[src/rtl/map_lookup_arbiter.sv]
// Round-robin arbiter sharing one combinational wall map among N_REQ requesters; owns map selection swaps.
// Latency: ack in cycle T -> rsp_valid/rsp_wall in T+2; one lookup per cycle sustained.
// Backpressure: req held until ack; no acks while a map swap drains/applies; responses cannot be stalled.
module map_lookup_arbiter #(
    parameter int N_REQ    = 4,
    parameter int GRID_MAX = 12
) (
    input  logic                 clk,
    input  logic                 resetn,
    input  logic [N_REQ-1:0]     req,
    input  logic [8*N_REQ-1:0]   req_coord,
    output logic [N_REQ-1:0]     ack,
    output logic [N_REQ-1:0]     rsp_valid,
    output logic                 rsp_wall,
    input  logic [1:0]           map_sel_in,
    input  logic                 map_load,
    output logic [7:0]           map_coord,
    output logic [1:0]           map_select,
    input  logic                 map_is_wall,
    output logic                 busy
);

    localparam int PTR_W = (N_REQ > 1) ? $clog2(N_REQ) : 1;

    typedef logic [PTR_W-1:0] ptr_t;

    typedef enum logic [1:0] {
        ST_RUN   = 2'd0,
        ST_DRAIN = 2'd1,
        ST_SWAP  = 2'd2
    } state_t;

    // Stage 1: granted requester and the cell currently presented to the map.
    typedef struct packed {
        logic       vld;
        ptr_t       id;
        logic [7:0] coord;
    } s1_t;

    // Stage 2: one-hot response strobe and the resolved answer.
    typedef struct packed {
        logic [N_REQ-1:0] rsp_vld;
        logic             wall;
    } s2_t;

    state_t     state_q, state_d;
    ptr_t       rr_ptr_q, rr_ptr_d;
    logic [1:0] pend_sel_q, pend_sel_d;
    logic [1:0] map_sel_q, map_sel_d;
    s1_t        s1_q, s1_d;
    s2_t        s2_q, s2_d;

    logic       gnt_found;
    ptr_t       gnt_idx;
    logic       grant_en;
    logic [7:0] gnt_coord;
    logic       lookup_wall;
    logic [N_REQ-1:0] one_hot_base;

    assign one_hot_base = {{(N_REQ-1){1'b0}}, 1'b1};

    // Pick the first asserted request at or after the round-robin pointer.
    always_comb begin
        logic [PTR_W:0] sum;
        ptr_t           cand;
        gnt_found = 1'b0;
        gnt_idx   = '0;
        sum       = '0;
        cand      = '0;
        for (int k = 0; k < N_REQ; k++) begin
            sum = {1'b0, rr_ptr_q} + (PTR_W+1)'(k);
            if (sum >= (PTR_W+1)'(N_REQ)) begin
                sum = sum - (PTR_W+1)'(N_REQ);
            end
            cand = sum[PTR_W-1:0];
            if (!gnt_found && req[cand]) begin
                gnt_found = 1'b1;
                gnt_idx   = cand;
            end
        end
    end

    // A map_load in RUN suppresses the grant so nothing new enters before the drain.
    assign grant_en  = (state_q == ST_RUN) && !map_load && gnt_found;
    assign ack       = grant_en ? (one_hot_base << gnt_idx) : '0;
    assign gnt_coord = req_coord[{gnt_idx, 3'b000} +: 8];

    // Cells beyond the grid read as walls regardless of what the map says.
    assign lookup_wall = (int'(s1_q.coord[7:4]) > GRID_MAX) ||
                         (int'(s1_q.coord[3:0]) > GRID_MAX) ||
                         map_is_wall;

    // Next-state for pointer, pipeline and the map-swap FSM.
    always_comb begin
        state_d    = state_q;
        rr_ptr_d   = rr_ptr_q;
        pend_sel_d = pend_sel_q;
        map_sel_d  = map_sel_q;

        s1_d       = s1_q;
        s1_d.vld   = grant_en;
        if (grant_en) begin
            s1_d.id    = gnt_idx;
            s1_d.coord = gnt_coord;
            rr_ptr_d   = (gnt_idx == ptr_t'(N_REQ-1)) ? '0 : gnt_idx + ptr_t'(1);
        end

        s2_d.rsp_vld = s1_q.vld ? (one_hot_base << s1_q.id) : '0;
        s2_d.wall    = s1_q.vld & lookup_wall;

        case (state_q)
            ST_RUN: begin
                if (map_load) begin
                    pend_sel_d = map_sel_in;
                    state_d    = ST_DRAIN;
                end
            end
            ST_DRAIN: begin
                if (map_load) begin
                    pend_sel_d = map_sel_in;
                end
                // Swap only once no granted lookup can still see the map.
                if (!s1_q.vld && (s2_q.rsp_vld == '0)) begin
                    state_d = ST_SWAP;
                end
            end
            ST_SWAP: begin
                map_sel_d = pend_sel_q;
                // A load landing on the swap cycle is queued for another swap.
                if (map_load) begin
                    pend_sel_d = map_sel_in;
                    state_d    = ST_DRAIN;
                end else begin
                    state_d    = ST_RUN;
                end
            end
            default: state_d = ST_RUN;
        endcase
    end

    // All state registers; reset drops any in-flight lookup.
    always_ff @(posedge clk or negedge resetn) begin
        if (!resetn) begin
            state_q    <= ST_RUN;
            rr_ptr_q   <= '0;
            pend_sel_q <= 2'd0;
            map_sel_q  <= 2'd0;
            s1_q       <= '0;
            s2_q       <= '0;
        end else begin
            state_q    <= state_d;
            rr_ptr_q   <= rr_ptr_d;
            pend_sel_q <= pend_sel_d;
            map_sel_q  <= map_sel_d;
            s1_q       <= s1_d;
            s2_q       <= s2_d;
        end
    end

    assign map_coord  = s1_q.coord;
    assign map_select = map_sel_q;
    assign rsp_valid  = s2_q.rsp_vld;
    assign rsp_wall   = s2_q.wall;
    assign busy       = s1_q.vld | (s2_q.rsp_vld != '0) | (state_q != ST_RUN);

endmodule

[config.mk]
export PLATFORM = sky130hd
export DESIGN_NAME = map_lookup_arbiter
export DESIGN_NICKNAME = d
export VERILOG_FILES = /design/src/rtl/map_lookup_arbiter.sv
export SDC_FILE = /design/constraint.sdc
export NUM_CORES = 1
export LEC_CHECK = 0
export CORE_MARGIN = 2
export CORE_UTILIZATION = 42
export CTS_CLUSTER_DIAMETER = 50
export DETAILED_ROUTE_END_ITERATION = 7
export GPL_ROUTABILITY_DRIVEN = 0
export PLACE_DENSITY = 0.92
export REMOVE_ABC_BUFFERS = 1
export SYNTH_ARGS = -nofsm -noshare
export SYNTH_HDL_FRONTEND = slang
export SYNTH_SLANG_ARGS = --single-unit
[constraint.sdc]
create_clock -name clk -period 3 [get_ports clk]
set_input_delay 0.6 -clock clk [delete_from_list [all_inputs] [get_ports clk]]
set_output_delay 0.6 -clock clk [all_outputs]
set_load 0.02 [all_outputs]
==> flow_summary_export.csv, run 1 <==
group,metric,value,unit
die,die_w,60.78,µm
final_layout,diodes,0,
setup_path,crit_arrival,2230,ps
power,vdd_drop_max,0.0003957,V
die,die_h,60.78,µm
detailed_routing,wirelength,3193,µm
timing,post-route-period-util,94.37,%
synthesis,ys.flop_type,"dfrtp_1",
synthesis,synth_most_common_cell,"dfrtp_1",
detailed_routing,wl_met1,1254,µm
timing,setup_ws,169.0,ps
detailed_routing,vias_per_cell,4.903,
worst_hold_path,min_path_type,"reg -> reg",
detailed_routing,top_layer,"met4",
run,cap_viol_max_count,0,
grt,grt.total_usage,19.27,%
synthesis,avgSynthCellArea,10.58,µm²
die,start_util,44.34,%
timing,max_freq,0.3532,GHz
cts,clk_latency,320,ps
synthesis,synth_top_area_cell,"dfrtp_1",
synthesis,synth_warnings,0,
die,row_count,20,
grt,grt_pass1_wl,5250,µm
setup_path,end_kind,"output port",
placed_design,port_buffers,61,
detailed_routing,first_pass_iters,4,
detailed_routing,wl_met2,1617,µm
synthesis,synth.area.top_cells,"dfrtp_1 44%, mux2i_1 12%, o31a_1 5.2%",
detailed_routing,wl_met3,285,µm
die,ios,62,
cts,htreeDepth,1,
setup_path,critical_path_peak_fanout,5,
synthesis,synthDominantCellAreaShare,44.36,%
die,die_area,0.003694,mm²
synthesis,synthArstFlopShare,100.0,%
placed_design,hpwlAfterDp,2566,µm
synthesis,synth_common_cells,"24 x dfrtp_1, 16 x mux2i_1, 16 x nand2_1",
setup_path,cp.required,2400,ps
final_layout,design_area,0.002068,mm²
timing,worstMarginPinSlew,1056,ps
detailed_routing,drtIter0Drc,38,
timing,setup_viol,0,
detailed_routing,vias,1157,
final_layout,nets,235,
cts,cts_tree,"done",
power,power.leakage,0.9475,nW
power,power_density,820.5,mW/mm²
timing,relSlewSlack,29.36,%
setup_path,crit_chain,"clkdlybuf4s50_1, or3b_1, o221ai_4, and3_1, dlygate4sd2_1",
grt,first_global_vias,1237,
detailed_routing,wire_per_inst,13.53,µm
synthesis,syn_area,0.001354,mm²
synthesis,ys_seq_area_share,44.36,%
final_layout,drive_gt1_share,13.02,%
detailed_routing,drt.antenna.violating_nets,0,
synthesis,synth_seq_cells,24,
timing,report.final.slew_viol_count,0,
setup_path,worstSetupPathType,"in -> out",
timing,period_minus_slack,2831,ps
final_layout,fill_cells,258,
grt,antenna_found_initial,0,
final_layout,finish.utilization,67.75,%
cts,cts_root_buf,"clkbuf_4",
timing,final-hold-violation-count,0,
outcome,run_status,"finished, final reports clean",
cts,clk_path_buf_depth,2,
timing,rsz0062_at_grt,"false",
setup_path,worst_path_max_delay_cell,"clkdlybuf4s50_1",
cts,cts-buffers-inserted,3,
grt,grt_overflow,0,
final_layout,syn_to_final_growth,52.77,%
setup_path,cp_slowest_stage_delay,560,ps
timing,fin_skew,4.020,ps
grt,grt_max_degree,25,
placed_design,preCtsSetupSlack,-132.8,ps
setup_path,crit_family,"buffers and inverters",
synthesis,syn_inst,128,
placed_design,dpl_cell_area,0.002017,mm²
cts,clock-sinks,24,
die,fp.coreArea,0.003053,mm²
setup_path,crit_path_start_kind,"primary input",
synthesis,synth_edf_count,0,
setup_path,critPathBufInv,2,
detailed_routing,drc,0,
cts,clk_pin_slew,130,ps
synthesis,synth_cell_type_count,36,
[path summary, 6_finish.rpt]
| kind | from | endpoint | slack [ps] | cells after the start |
|---|---|---|---|---|
| min in group asynchronous | resetn | state_q[0] | 840 | 1 |
| worst max register to register | rr_ptr_q[1] | map_coord[1] | 970 | 7 |
| worst min-delay path | s1_q[9] | rsp_valid[1] | 500 | 1 |
| worst max-delay path | req[0] | ack[2] | 170 | 5 |
| max in group asynchronous | resetn | map_coord[7] | 1540 | 1 |
| worst min register to register | s1_q[9] | rsp_valid[1] | 500 | 1 |
[placed cells by master (no fill, tap or decap), types with 2 or more instances in the layout]
cell type,n
dfrtp_1,24
and3_1,3
mux2i_1,16
nor3b_1,2
buf_4,12
nand2_1,16
clkbuf_4,3
o31a_1,8
clkdlybuf4s50_1,57
mux2_2,4
nor2_1,4
inv_1,4
nor3_1,2
a21oi_1,3
dlygate4sd2_1,4
o21ai_1,9
[stage by stage]
stage	hold slack, ps	power, mW	instances	TNS, ps
finish	495.5	1.697	236	0
CTS	496.0	1.717	236	0
global route	528.2	1.821	236	0
global placement	464.6	1.441	232	-204.2
floorplan	304.4	1.053	115	0
detailed placement	477.2	1.481	232	-340.4
[metal layers]
layer / GRT usage (%) / vias up
li1: - / 580
met1: 21.76 / 518
met2: 35.48 / 54
met3: 4.904 / 5
met4: 5.901 / 0
met5: 0 / -
[registers in the layout (all words and copies together), names as in the netlist]
signal / flops
map_coord: 8
rsp_valid: 4
s1_q: 3
map_select: 2
pend_sel_q: 2
rr_ptr_q: 2
state_q: 2
rsp_wall: 1
[layout make-up]
cell class                      instances  area (µm²)  share of cell area, %
Timing Repair Buffer                   73       695.7                  33.64
Multi-Input combinational cell         87       649.4                  31.40
Sequential cell                        24       600.6                  29.04
Tap cell                               44       55.05                  2.662
Clock inverter                          1       30.03                  1.452
Clock buffer                            3       22.52                  1.089
Inverter                                4       15.01                 0.7260
[what timing repair did]
item                                    in CTS  in global routing
gates resized for setup                      5                  0
endpoints found under the setup margin       4                  0
hold buffers                                 0                  0
buffers inserted                             0                  0
[power breakdown]
part	total (mW)	switching, mW	internal [mW]
Sequential	0.559	0.111	0.448
Combinational	0.901	0.422	0.479
Clock	0.237	0.102	0.135
[kinds of logic after synthesis]
| group | after synthesis | synth area share [%] |
|---|---|---|
| compound gates | 31 | 17.47 |
| xor+xnor | 1 | 0.6471 |
| buf+inv | 17 | 8.780 |
| flops | 24 | 44.36 |
| mux | 21 | 16.27 |
| simple gates | 34 | 12.48 |
Power figures use the tool's default switching activity.
==> run 2, diff against run 1 <==
- CORE_MARGIN: 2 -> default
==> flow_summary_export.csv, run 2 (synthesized netlist as in run 1, its figures left out) <==
group,metric,value,unit
timing,setup_viol,0,
power,power_density,820.2,mW/mm²
final_layout,drive_gt1_share,13.40,%
grt,grt_pass1_wl,5250,µm
final_layout,fill_cells,257,
setup_path,crit_arrival,2230,ps
detailed_routing,vias,1221,
grt,first_global_vias,1227,
timing,period_minus_slack,2831,ps
placed_design,hpwlAfterDp,2564,µm
detailed_routing,wire_per_inst,13.47,µm
setup_path,r2r_cells,6,
outcome,run_status,"finished, final reports clean",
die,die_w,58.78,µm
timing,final-hold-violation-count,0,
final_layout,layout_commonest_cell,"clkdlybuf4s50_1",
final_layout,nets,237,
setup_path,critPathLaunch,"req[1]",
setup_path,crit_path_start_kind,"primary input",
final_layout,syn_to_final_growth,53.60,%
setup_path,cp.required,2400,ps
cts,cts_tree,"done",
cts,cts_hold_buf,0,
timing,worstMarginPinSlew,1036,ps
power,p_total,1.706,mW
run,cap_viol_max_count,0,
final_layout,layout_common_cells,"57 x clkdlybuf4s50_1, 24 x dfrtp_1, 16 x nand2_1, 16 x mux2i_1, 14 x buf_4",
die,die_area,0.003455,mm²
die,die_h,58.78,µm
setup_path,worstSetupPathType,"in -> out",
setup_path,timing.rr.start,"rr_ptr_q[1]",
timing,report.final.slew_viol_count,0,
detailed_routing,vias_per_cell,5.130,
die,start_util,44.34,%
setup_path,end_kind,"output port",
worst_hold_path,min_path_type,"reg -> reg",
detailed_routing,drt.antenna.violating_nets,0,
final_layout,largest_reg_flops,8,
final_layout,diodes,0,
cts,clk_latency,310,ps
worst_hold_path,hold_path_depth,1,
cts,clock-sinks,24,
detailed_routing,drtIter0Drc,40,
timing,relSlewSlack,30.71,%
die,row_count,20,
grt,grt.total_usage,20.28,%
setup_path,worst_path_max_delay_cell,"clkdlybuf4s50_1",
setup_path,cp_slowest_stage_delay,460,ps
cts,cts-buffers-inserted,3,
timing,max_freq,0.3533,GHz
setup_path,critical_path_peak_fanout,4,
power,power.leakage,0.9563,nW
worst_hold_path,hp-start,"s1_q[9]",
timing,fin_skew,3.798,ps
detailed_routing,drc,0,
timing,post-route-period-util,94.36,%
grt,grt_overflow,0,
detailed_routing,wirelength,3206,µm
grt,grt_max_degree,25,
power,vdd_drop_max,0.0004333,V
final_layout,finish.utilization,68.11,%
cts,htreeDepth,1,
die,ios,62,
grt,antenna_found_initial,0,
cts,clk_path_buf_depth,2,
cts,clk_pin_slew,130,ps
die,fp.coreArea,0.003053,mm²
placed_design,port_buffers,61,
cts,cts_root_buf,"clkbuf_4",
setup_path,crit_chain,"clkdlybuf4s50_1, buf_4, o41ai_4, inv_1, and3_1, dlygate4sd2_1",
detailed_routing,first_pass_iters,4,
timing,rsz0062_at_grt,"false",
## run 2: changes by cell type in the layout (fill, tap and decap cells not counted)
cell	before	now
a21boi_1	1	2
a21boi_2	1	0
buf_4	12	14
## run 2: area by class of cell
type	count	area (µm²)	share of cell area [%]
Timing Repair Buffer	75	710.7	34.18
Multi-Input combinational cell	87	645.6	31.05
Sequential cell	24	600.6	28.88
Tap cell	44	55.05	2.647
Clock inverter	1	30.03	1.444
Clock buffer	3	22.52	1.083
Inverter	4	15.01	0.7220
## run 2: report_power, final
group | total [mW] | internal [mW] | switching (mW)
clock | 0.234 | 0.135 | 0.0988
sequential | 0.562 | 0.448 | 0.114
combinational | 0.909 | 0.479 | 0.430
total | 1.71 | 1.06 | 0.643
## run 2: metrics by stage
stage | area (µm²) | std cells | TNS, ps | hold slack (ps) | setup slack, ps
finish | 2079 | 238 | 0 | 503.4 | 169.3
global route | 2079 | 238 | 0 | 526.8 | 69.34
CTS | 2079 | 238 | 0 | 501.3 | 161.7
detailed placement | 2032 | 234 | -354.7 | 482.2 | -118.9
global placement | 2032 | 234 | -187.7 | 465.9 | -87.79
floorplan | 1250 | 115 | 0 | 304.4 | 79.61
## run 2: final timing paths
path	to	slack, ps
min	rsp_valid[1]	500
max	ack[0]	170
max reg2reg	map_coord[5]	1050
min in group asynchronous	map_select[1]	840
max in group asynchronous	s1_q[8]	1550
min reg2reg	rsp_valid[1]	500
## run 2: timing repair
item | in CTS | in global routing
gates resized for setup | 4 | 0
setup buffers | 0 | 0
endpoints found under the hold margin | 0 | 0
endpoints found under the setup margin | 4 | 0
## run 2: critical path: cells and delay by family
family                 cells  cell delay (ps)
buffers and inverters      4             1100
AO/OA/AOI/OAI              1              360
AND/OR/NAND/NOR            1              170
## run 2: per-layer routing
| layer | up-vias | wire (µm) | global-route usage (%) |
|---|---|---|---|
| met2 | 66 | 1649 | 37.50 |
| met3 | 6 | 246 | 4.835 |
| met4 | 0 | 48 | 5.442 |
| met5 | - | 0 | 0 |
| li1 | 586 | - | - |
| met1 | 563 | 1261 | 23.22 |
==> run 3, diff against run 2 <==
- CAP_MARGIN: default -> 20
- REMOVE_ABC_BUFFERS: 1 -> default
==> flow_summary_export.csv, run 3 (synthesized netlist as in run 1, its figures left out) <==
group,metric,value,unit
detailed_routing,drc,0,
timing,period_minus_slack,2843,ps
placed_design,port_buffers,61,
cts,cts-buffers-inserted,3,
die,ios,62,
final_layout,multi_input_area,649.4,µm²
die,die_h,58.78,µm
die,fp.coreArea,0.003053,mm²
final_layout,final_cell_count_no_fill,240,
power,switching_share,36.69,%
detailed_routing,drt.antenna.violating_nets,0,
setup_path,r2r_cells,7,
setup_path,worstSetupPathType,"in -> out",
grt,grt_pass1_wl,4754,µm
final_layout,largest_reg_flops,8,
cts,htreeDepth,1,
setup_path,critPathLaunch,"req[1]",
final_layout,diodes,0,
setup_path,r2r-end,"map_coord[5]",
setup_path,crit_arrival,2240,ps
timing,worstMarginPinSlew,343.7,ps
final_layout,syn_to_final_growth,56.47,%
final_layout,fill_cells,244,
die,start_util,44.34,%
power,clkPwrFrac,13.4,%
setup_path,cp_slowest_stage_delay,480,ps
run,cap_viol_max_count,0,
detailed_routing,wire_per_inst,12.74,µm
timing,post-route-period-util,94.75,%
placed_design,preCtsSetupSlack,-166.0,ps
grt,grt_overflow,0,
timing,hold_ws,508.7,ps
detailed_routing,vias_per_cell,4.996,
cts,cts_tree,"done",
final_layout,regArea,600.6,µm²
placed_design,dpl_cell_area,0.002039,mm²
detailed_routing,wirelength,3057,µm
detailed_routing,first_pass_iters,4,
final_layout,drive_gt1_share,14.80,%
power,p_sw,0.6239,mW
timing,setup_viol,0,
grt,first_global_vias,1131,
setup_path,end_kind,"output port",
setup_path,timing.rr.start,"rr_ptr_q[1]",
setup_path,cp.required,2400,ps
synthesis,synthesis.nets,170,
timing,fin_skew,3.812,ps
outcome,run_status,"finished, final reports clean",
setup_path,crit_path_start_kind,"primary input",
die,die_w,58.78,µm
detailed_routing,drtIter0Drc,47,
setup_path,endpoint,"ack[0]",
cts,clk_path_buf_depth,2,
cts,clock-sinks,24,
worst_hold_path,min_path_type,"reg -> reg",
final_layout,finish.utilization,69.39,%
grt,grt_max_degree,25,
timing,final-hold-violation-count,0,
die,die_area,0.003455,mm²
detailed_routing,vias,1199,
die,row_count,20,
timing,rsz0062_at_grt,"false",
final_layout,layout_commonest_cell,"clkdlybuf4s50_1",
placed_design,hpwlAfterDp,2435,µm
setup_path,worst_path_max_delay_cell,"clkdlybuf4s50_1",
timing,report.final.slew_viol_count,0,
final_layout,nets,239,
placed_design,dp.cells,235,
timing,relSlewSlack,77.01,%
timing,setup_ws,157.4,ps
setup_path,critical_path_peak_fanout,5,
power,power.leakage,0.9746,nW
final_layout,layout_common_cells,"57 x clkdlybuf4s50_1, 24 x dfrtp_1, 16 x nand2_1, 16 x mux2i_1, 15 x buf_4",
power,p_comb_share,53.8,%
cts,clk_pin_slew,130,ps
timing,max_freq,0.3518,GHz
cts,cts_hold_buf,0,
cts,cts_root_buf,"clkbuf_4",
power,seq_power_share,32.8,%
setup_path,r2r_slack,1090,ps
setup_path,crit_chain,"clkdlybuf4s50_1, buf_4, o41ai_4, inv_1, and3_1, dlygate4sd2_1",
power,vdd_drop_max,0.0003282,V
grt,grt.total_usage,17.87,%
final_layout,design_area,0.002118,mm²
cts,clk_latency,300,ps
power,power_density,802.8,mW/mm²
power,internal_power,1.077,mW
grt,antenna_found_initial,0,
==> run 3: cell count changes in the layout (fill, tap and decap cells not counted), sizes merged <==
cell  delta
buf      +2
==> run 3: critical path: cells and delay by family <==
| family | cells | cell delay [ps] |
|---|---|---|
| and+or+nand+nor | 1 | 170 |
| buffers and inverters | 4 | 1100 |
| AOI/OAI and AO/OA | 1 | 370 |
==> run 3: metrics by stage <==
stage | power (mW) | setup TNS [ps]
after floorplan | 1.164 | 0
after global placement | 1.451 | -229.7
after detailed placement | 1.484 | -375.1
after CTS | 1.706 | 0
after global routing | 1.803 | 0
final | 1.701 | 0
==> run 3: layer usage <==
metal / track usage (%) / wire length (µm) / up-vias
met5: 0 / 0 / -
met4: 2.041 / 16 / 0
met3: 3.077 / 193 / 4
met2: 35.39 / 1647 / 49
met1: 20.31 / 1200 / 558
li1: - / - / 588
==> run 3: worst min path at each step <==
stage / depth (start not counted) / start / endpoint / slack, ps
after floorplan: 0 / resetn / map_coord[0] / 300
after global routing: 1 / resetn / pend_sel_q[1] / 530
final: 1 / s1_q[8] / rsp_valid[0] / 510
after CTS: 1 / s1_q[9] / rsp_valid[0] / 510
after global placement: 1 / s1_q[9] / rsp_valid[1] / 470
after detailed placement: 1 / s1_q[9] / rsp_valid[0] / 490
==> run 3: layout make-up <==
cell class,instances,area share (%)
flip-flops and latches,24,28.35
well taps,44,2.599
clock buffers,3,1.063
inverters,4,0.7088
repair buffers,77,35.20
multi-input cells,87,30.66
clock inverters,1,1.418
==> run 3: power by group through the flow <==
stage                     combinational [mW]  clock, mW  sequential (mW)
after CTS                              0.918      0.231            0.558
after global routing                   0.983      0.243            0.576
final                                  0.914      0.228            0.558
after floorplan                        0.593          0            0.571
after detailed placement               0.921          0            0.563
after global placement                 0.896          0            0.555
==> run 3: repair_timing <==
item	in CTS	in global routing
setup buffers	0	0
setup endpoints to repair	4	0
gates resized for setup	5	0
hold endpoints to repair	0	0
